--- src/rtl/arm_pkg.sv ---
// Shared definitions for the ARM pipeline front end.
// Provides word/address widths, the default bubble instruction and the
// fetch FSM state encoding used by fetch_stage.
package arm_pkg;

  localparam int unsigned WordWidth = 32;
  localparam int unsigned AddrWidth = 32;

  // MOV r0,r0: architecturally a no-op, used as the IF/ID bubble.
  localparam logic [WordWidth-1:0] NopInstrDefault = 32'hE1A0_0000;

  localparam logic [AddrWidth-1:0] WordBytes = 32'd4;

  typedef enum logic [1:0] {
    StFetch,
    StHold,
    StDrop
  } fetch_state_e;

endpackage

--- src/rtl/if_id_reg.sv ---
// IF/ID pipeline register.
// Ports:
//   clk_i, rst_ni     clock, asynchronous active-low reset
//   load_i            capture {pc_i, instr_i} as a valid instruction
//   flush_i           insert a bubble {pc_i, NopInstr, 0}; wins over load_i
//   pc_i, instr_i     next contents
//   pc_o, instr_o     registered contents
//   valid_o           1 = real instruction, 0 = bubble
// With neither load_i nor flush_i the register holds.
module if_id_reg
  import arm_pkg::*;
#(
  parameter logic [WordWidth-1:0] NopInstr = NopInstrDefault
) (
  input  logic                 clk_i,
  input  logic                 rst_ni,
  input  logic                 load_i,
  input  logic                 flush_i,
  input  logic [AddrWidth-1:0] pc_i,
  input  logic [WordWidth-1:0] instr_i,
  output logic [AddrWidth-1:0] pc_o,
  output logic [WordWidth-1:0] instr_o,
  output logic                 valid_o
);

  logic [AddrWidth-1:0] pc_q;
  logic [WordWidth-1:0] instr_q;
  logic                 valid_q;

  always_ff @(posedge clk_i or negedge rst_ni) begin
    if (!rst_ni) begin
      pc_q    <= '0;
      instr_q <= NopInstr;
      valid_q <= 1'b0;
    end else if (flush_i) begin
      pc_q    <= pc_i;
      instr_q <= NopInstr;
      valid_q <= 1'b0;
    end else if (load_i) begin
      pc_q    <= pc_i;
      instr_q <= instr_i;
      valid_q <= 1'b1;
    end
  end

  assign pc_o    = pc_q;
  assign instr_o = instr_q;
  assign valid_o = valid_q;

endmodule

--- src/rtl/fetch_stage.sv ---
// Instruction fetch stage with IF/ID register.
// Owns the PC, fetches over a req/ack memory port of variable latency,
// stalls on freeze and redirects on taken branches, squashing in-flight fetches.
// Ports:
//   clk_i, rst_ni            clock, asynchronous active-low reset
//   freeze_i                 hazard stall: hold PC and IF/ID
//   branch_taken_i           redirect request from EXE (priority over freeze)
//   branch_address_i         redirect target
//   imem_req_o, imem_addr_o  fetch request and its word address
//   imem_ack_i, imem_rdata_i read data valid / fetched word
//   pc_o, instruction_o      IF/ID contents (pc is fetch address + 4)
//   valid_o                  IF/ID holds a real instruction
module fetch_stage
  import arm_pkg::*;
#(
  parameter logic [AddrWidth-1:0] ResetPc  = 32'h0000_0000,
  parameter logic [WordWidth-1:0] NopInstr = NopInstrDefault
) (
  input  logic                 clk_i,
  input  logic                 rst_ni,
  input  logic                 freeze_i,
  input  logic                 branch_taken_i,
  input  logic [AddrWidth-1:0] branch_address_i,
  output logic                 imem_req_o,
  output logic [AddrWidth-1:0] imem_addr_o,
  input  logic                 imem_ack_i,
  input  logic [WordWidth-1:0] imem_rdata_i,
  output logic [AddrWidth-1:0] pc_o,
  output logic [WordWidth-1:0] instruction_o,
  output logic                 valid_o
);

  fetch_state_e         state_q, state_d;
  logic [AddrWidth-1:0] next_pc_q, next_pc_d;   // next address to fetch / saved branch target
  logic [AddrWidth-1:0] req_addr_q, req_addr_d; // address of the outstanding request
  logic [WordWidth-1:0] hold_q, hold_d;         // word acked while frozen

  logic                 ifid_load, ifid_flush;
  logic [AddrWidth-1:0] ifid_pc;
  logic [WordWidth-1:0] ifid_instr;
  logic [AddrWidth-1:0] seq_pc;

  assign seq_pc = next_pc_q + WordBytes;

  always_comb begin
    state_d    = state_q;
    next_pc_d  = next_pc_q;
    req_addr_d = req_addr_q;
    hold_d     = hold_q;
    ifid_load  = 1'b0;
    ifid_flush = 1'b0;
    ifid_pc    = req_addr_q + WordBytes;
    ifid_instr = imem_rdata_i;

    if (branch_taken_i) begin
      ifid_flush = 1'b1;
      ifid_pc    = branch_address_i;
      next_pc_d  = branch_address_i;
      unique case (state_q)
        StFetch: begin
          // Without an ack the request cannot be withdrawn, so it is drained in StDrop.
          if (imem_ack_i) req_addr_d = branch_address_i;
          else            state_d    = StDrop;
        end
        StHold: begin
          hold_d     = '0;
          req_addr_d = branch_address_i;
          state_d    = StFetch;
        end
        StDrop: begin
          if (imem_ack_i) begin
            req_addr_d = branch_address_i;
            state_d    = StFetch;
          end
        end
        default: state_d = StFetch;
      endcase
    end else begin
      unique case (state_q)
        StFetch: begin
          if (imem_ack_i) begin
            if (freeze_i) begin
              hold_d  = imem_rdata_i;
              state_d = StHold;
            end else begin
              ifid_load  = 1'b1;
              next_pc_d  = seq_pc;
              req_addr_d = seq_pc;
            end
          end
        end
        StHold: begin
          if (!freeze_i) begin
            ifid_load  = 1'b1;
            ifid_instr = hold_q;
            next_pc_d  = seq_pc;
            req_addr_d = seq_pc;
            state_d    = StFetch;
          end
        end
        StDrop: begin
          if (imem_ack_i) begin
            req_addr_d = next_pc_q;
            state_d    = StFetch;
          end
        end
        default: state_d = StFetch;
      endcase
    end
  end

  always_ff @(posedge clk_i or negedge rst_ni) begin
    if (!rst_ni) begin
      state_q    <= StFetch;
      next_pc_q  <= ResetPc;
      req_addr_q <= ResetPc;
      hold_q     <= '0;
    end else begin
      state_q    <= state_d;
      next_pc_q  <= next_pc_d;
      req_addr_q <= req_addr_d;
      hold_q     <= hold_d;
    end
  end

  // Gated by rst_ni so no request is visible while reset is held.
  assign imem_req_o  = rst_ni && (state_q != StHold);
  assign imem_addr_o = req_addr_q;

  if_id_reg #(
    .NopInstr(NopInstr)
  ) u_if_id_reg (
    .clk_i  (clk_i),
    .rst_ni (rst_ni),
    .load_i (ifid_load),
    .flush_i(ifid_flush),
    .pc_i   (ifid_pc),
    .instr_i(ifid_instr),
    .pc_o   (pc_o),
    .instr_o(instruction_o),
    .valid_o(valid_o)
  );

endmodule

--- config.mk ---
export PLATFORM = sky130hd
export DESIGN_NAME = fetch_stage
export DESIGN_NICKNAME = d
export VERILOG_FILES = /design/src/rtl/arm_pkg.sv /design/src/rtl/if_id_reg.sv /design/src/rtl/fetch_stage.sv
export SDC_FILE = /design/constraint.sdc
export NUM_CORES = 1
export LEC_CHECK = 0
export CAP_MARGIN = 20
export CORE_MARGIN = 2
export CORE_UTILIZATION = 39
export CTS_BUF_LIST = sky130_fd_sc_hd__clkbuf_16
export DETAILED_ROUTE_END_ITERATION = 12
export PLACE_DENSITY = 0.73
export REMOVE_ABC_BUFFERS = 1
export SLEW_MARGIN = 20
export SYNTH_ARGS = -nofsm -noshare
export SYNTH_HDL_FRONTEND = slang
export SYNTH_SLANG_ARGS = --single-unit
export TNS_END_PERCENT = 50
--- constraint.sdc ---
create_clock -name clk_i -period 2.55 [get_ports clk_i]
set_clock_uncertainty 0.05 [all_clocks]
set_input_delay 0.255 -clock clk_i [delete_from_list [all_inputs] [get_ports clk_i]]
set_output_delay 0.255 -clock clk_i [all_outputs]
set_load 0.01 [all_outputs]
# After elaboration in Yosys (flattened, before gate mapping)
# Cells that the tools add are included.
# op_classes
n_eq_ne,11
reduce_logical,12
addsub,2
mux,38
# ops
op,count
$mux 32,20
$pmux 32 s2,2
$pmux 32 s3,1
$add 32x3->32 const B,2
$ne 3x3->1 const B,5
$mux 2,6
$mux 1,6
$ne 3x2->1 const B,2
$pmux 2 s3,1
$reduce_bool 2->1,3
$reduce_and 5->1,1
$ne 2x1->1 const B,2
$pmux 2 s2,1
$reduce_and 4->1,1
$reduce_bool 4->1,1
$reduce_and 3->1,1
$reduce_bool 3->1,1
$eq 2x1->1 const B,1
$eq 2x2->1 const B,1
$logic_not 2->1,1
$pmux 1 s2,1
$reduce_and 2->1,1
$reduce_or 2->1,1
$logic_and 1x1->1,1
# word_totals
register_bits,163
elab_cells,70
input_bits,69
output_inout_bits,98

# Depth between registers and ports, before layout
# depth
ltp_word,6
depth_mapped,7
mapped_depth_nobuf,6

# Hierarchy
# From an unflattened synthesis, not the netlist that was laid out.
# unflattened
hier_cells,946
hier_area_um2,9261.4
# by_module_without_submodules
mod,instances,area_each_um2,cells_each
fetch_stage,1,6720.2,771
if_id_reg,1,2541.2,175

# Least setup slack after synthesis
# No wires, ideal clock.
# synth_path
path_type,flip-flop to flip-flop
from,register next_pc_q[2]
to,"register req_addr_q[28], in the netlist imem_addr_o[28]"
required_time_ps,2361
arrival_time_ps,1820
setup_ps,139
setup_slack_ps,540
stages_incl_launch_ff,8
period_less_slack_ps,2010
path_cell_list,dfrtp_1 -> ha_1 -> nand3_1 -> or4_1 -> buf_2 -> nor3_1 -> xnor2_1 -> o221ai_1
# synth_between
elab_chain_cells,5
# synth_rtl
element,line_no,rtl
from (decl),fetch_stage.sv:34,"logic [AddrWidth-1:0] next_pc_q, next_pc_d;"
from (signal assigned),fetch_stage.sv:115,next_pc_q <= ResetPc;
from (signal assigned),fetch_stage.sv:120,next_pc_q <= next_pc_d;
$add 32x3->32 (*),fetch_stage.sv:43,assign seq_pc = next_pc_q + WordBytes;
$mux 32 (*),"fetch_stage.sv:82, fetch_stage.sv:93",
$mux 32,fetch_stage.sv:81,if (imem_ack_i) begin
$pmux 32 s3 (*),fetch_stage.sv:79,unique case (state_q)
$mux 32 (*),fetch_stage.sv:55,if (branch_taken_i) begin
to (signal assigned),fetch_stage.sv:116,req_addr_q <= ResetPc;
to (signal assigned),fetch_stage.sv:121,req_addr_q <= req_addr_d;
to (decl),fetch_stage.sv:35,"logic [AddrWidth-1:0] req_addr_q, req_addr_d;"
# Mark *: on every way between the ends. The rest lies on a longest branch, timed or not. The select of a mux whose other input is x is not followed.
# A chain may end at the register's enable or synchronous reset.

# Worst setup path in the final report
# layout_path
from,register state_q[1]
to,output imem_req_o
# layout_between
elab_chain_cells,2
# layout_rtl
element,line_no,rtl
from (decl),fetch_stage.sv:33,"fetch_state_e state_q, state_d;"
from (signal assigned),fetch_stage.sv:114,state_q <= StFetch;
from (signal assigned),fetch_stage.sv:119,state_q <= state_d;
$ne 2x1->1,fetch_stage.sv:127,assign imem_req_o = rst_ni && (state_q != StHold);
$logic_and 1x1->1,fetch_stage.sv:127,
to (decl),fetch_stage.sv:24,"output logic imem_req_o,"
# Every way passes these cells.

==> impl_metrics.ini <==
[setup_path]
cp-start-kind = register
path_class = reg -> out
slowest_delay_ns = 0.57
worst_ep_arrival_time_ns = 2.15
path_delay_family = buffers and inverters
regToRegSetupSlack_ns = 0.21
cp_slowest_cell = dfrtp_1
r2r-start = state_q[1]
cp-end-kind = primary output
reg2reg_depth = 5
cp_num_buf_inv = 2
cp_cell_sequence = inv_1 -> nand2_1 -> and2_1 -> clkdlybuf4s50_1
cp_data_required_time_ns = 2.25
r2r-end = imem_addr_o[12]
critPathMaxFanout = 9

[clock_network]
ctsHoldBuffers = 1
post_cts_resized = 0
htree_levels = 4
tritoncts = yes
cts_buffers = 17
path_clk_slew_ns = 0.07
clockRootBuffer = clkbuf_16
post-cts-setup-buffer-count = 0
clockBufferDepth = 2
clock_latency_ns = 0.43
clock-sinks = 163

[grt]
grt_use_met2_pct = 35.1
busiest_layer = met2
grt_util_all_layers_pct = 22.9
grt_max_degree = 164
grt_overflow = 0
grt_antenna_before_repair = 0
grt_pass1_vias = 7296
grt_pass1_wl_mm = 40.5
grt.met3_usage_pct = 7.47
grt_use_met1_pct = 31.0

[sta]
rsz0062_at_grt = false
layout_min_cycle_time_ns = 2.46
min_period_over_period_pct = 96.4
slew_violations = 0
finalSetupViolations = 0
holdWs_ns = 0.185
max_slew_margin_pct = 24.9
tightest_slew_ns = 1.12
final_hold_viol_count = 0
timing.fmax_mhz = 407

[yosys]
yosysTopAreaCell = dfrtp_1
synth_edf_count = 0
ys_types = 59
syn_avg_cell_area_um2 = 9.69
synth_seq_cells = 163
ys_dominant_reg_cell = dfrtp_1
synth.area.top_cells = dfrtp_1 (46%), mux2i_1 (4.4%), xnor2_1 (4.1%)
synthCells = 874
synth_top_area_share_pct = 46.4
yosys_warnings = 0
synthArstFlopShare_pct = 100
syn_area_um2 = 8470
synth-seq-area-share_pct = 48.2

[final_layout]
finalNetCount = 1096
n_antenna_cell = 0
instances_no_fill = 1313
most-common-layout-cells = clkdlybuf4s50_1 (164), dfrtp_1 (157), nor2_1 (86), nand2_1 (85), o21ai_0 (44)
drive_gt1_share_pct = 9.54
final_common_cell = clkdlybuf4s50_1
syn2layout_area_growth_pct = 31.9

[detailed_routing]
vias = 7431
drt_iter0_markers = 615
dr.pass1.iters = 5
wirelength_mm = 25.6
drc = 0
vias_per_cell = 5.66
routedWlPerCell_um = 19.5
ant_nets = 0

[placed_design]
placed_cells = 1280
dp_hpwl_mm = 17.2
io_buffers = 166
gp_congestion = 0.919

[power]
p_clk_share_pct = 36.3
finalPower_mw = 7.71
p_seq_share_pct = 42.8
p_int_mw = 5.42
p_switching_mw = 2.29
comb_power_share_pct = 20.9
p_leak_nw = 4.44
peakVddDrop_mv = 0.477
power_density_nw_per_um2 = 690
p_sw_share_pct = 29.7

[floorplanning]
die_x_um = 151
dieArea_um2 = 22900
core_area_um2 = 21200
ios = 167
die-height_um = 151
start_util_pct = 40.0
std_cell_rows = 53

[hold_path]
hold_class = in -> reg
min_to = state_q[1]
whs_path_depth = 3
hold_path_startpoint = branch_taken_i

[run_status]
status = completed

[flow_run]
maxCapViolations = 0
sequential cells by signal, summed over array words and instances, names as in the netlist:
signal and flops:
next_pc_q 32, imem_addr_o 32, u_if_id_reg.valid_o 1, u_if_id_reg.instr_o 32, hold_q 32, state_q 2
u_if_id_reg.pc_o 32
worst reg2reg max path, cell delays in order, from the launching register on:
cell and delay [ns]:
dfrtp_1 0.57, nor2_1 0.19, nand2_1 0.17, nand2_1 0.09, nor2_1 0.85, a221oi_1 0.23
worst max path at each step:
stage / startpoint / to / slack [ns] / cells past startpoint
2_1_floorplan: state_q[1] / hold_q[0] / -1.64 / 5
3_3_place_gp: imem_ack_i / imem_addr_o[25] / 0.16 / 6
3_5_place_dp: imem_ack_i / imem_addr_o[7] / 0.1 / 6
4_1_cts: state_q[1] / imem_req_o / 0.09 / 4
5_1_grt: state_q[1] / imem_req_o / 0.003 / 4
6_report: state_q[1] / imem_req_o / 0.09 / 4
synthesized netlist by cell type, drive strengths merged, types with 19 or more instances:
cell type and instances:
dfrtp 157, a22o 32, o21ai 46, nor3 19, clkbuf 47, xor2 35, xnor2 40, buf 19
nand2 86, a21oi 40, nand3 39, a211oi 27, mux2i 37, nand4 22, nor2 88
per-layer routing:
layer | part of all wire, % | vias to the layer above
met5 | 0 | -
met4 | 2.0 | 0
met3 | 9.4 | 29
met2 | 45 | 281
met1 | 43 | 3651
li1 | - | 3470
final cells by class:
type | count | area [um^2]
Clock inverter | 15 | 204
Fill cell | 1908 | 9980
Sequential cell | 163 | 4090
Timing Repair Buffer | 198 | 1970
Clock buffer | 17 | 425
Multi-Input combinational cell | 636 | 4120
Inverter | 9 | 33.8
Tap cell | 275 | 344
cell families (layout without fill, tap and decap cells):
family	Yosys count	in the layout	share of synthesized area, %
adders and majority gates	2	2	0.295
buffers and inverters	75	239	3.63
DFF	163	163	48.2
xor gates and xnor gates	75	75	7.75
AOI/OAI and AO/OA	207	207	16.8
muxes	41	41	4.90
and+or+nand+nor	311	311	18.4
metrics by stage:
stage	worst slack, ns	instance area, um^2	TNS (ns)	utilization, %
4_1_cts	0.0856	11200	0	52.8
2_1_floorplan	-1.64	8200	-91.59	-
5_1_grt	0.00284	11200	0	52.8
3_3_place_gp	0.165	10500	0	49.8
3_5_place_dp	0.0952	10500	0	49.8
6_report	0.0917	11200	0	52.8
power by group through the flow:
stage | Combinational, mW | Sequential (mW) | Clock [mW]
after floorplan | 0.699 | 3.34 | 0
after global placement | 1.58 | 3.33 | 0
after detailed placement | 1.61 | 3.33 | 0
after CTS | 1.62 | 3.29 | 2.84
after global routing | 1.77 | 3.35 | 2.95
final | 1.61 | 3.30 | 2.80
Note: power is estimated with default switching activity, not from simulation.
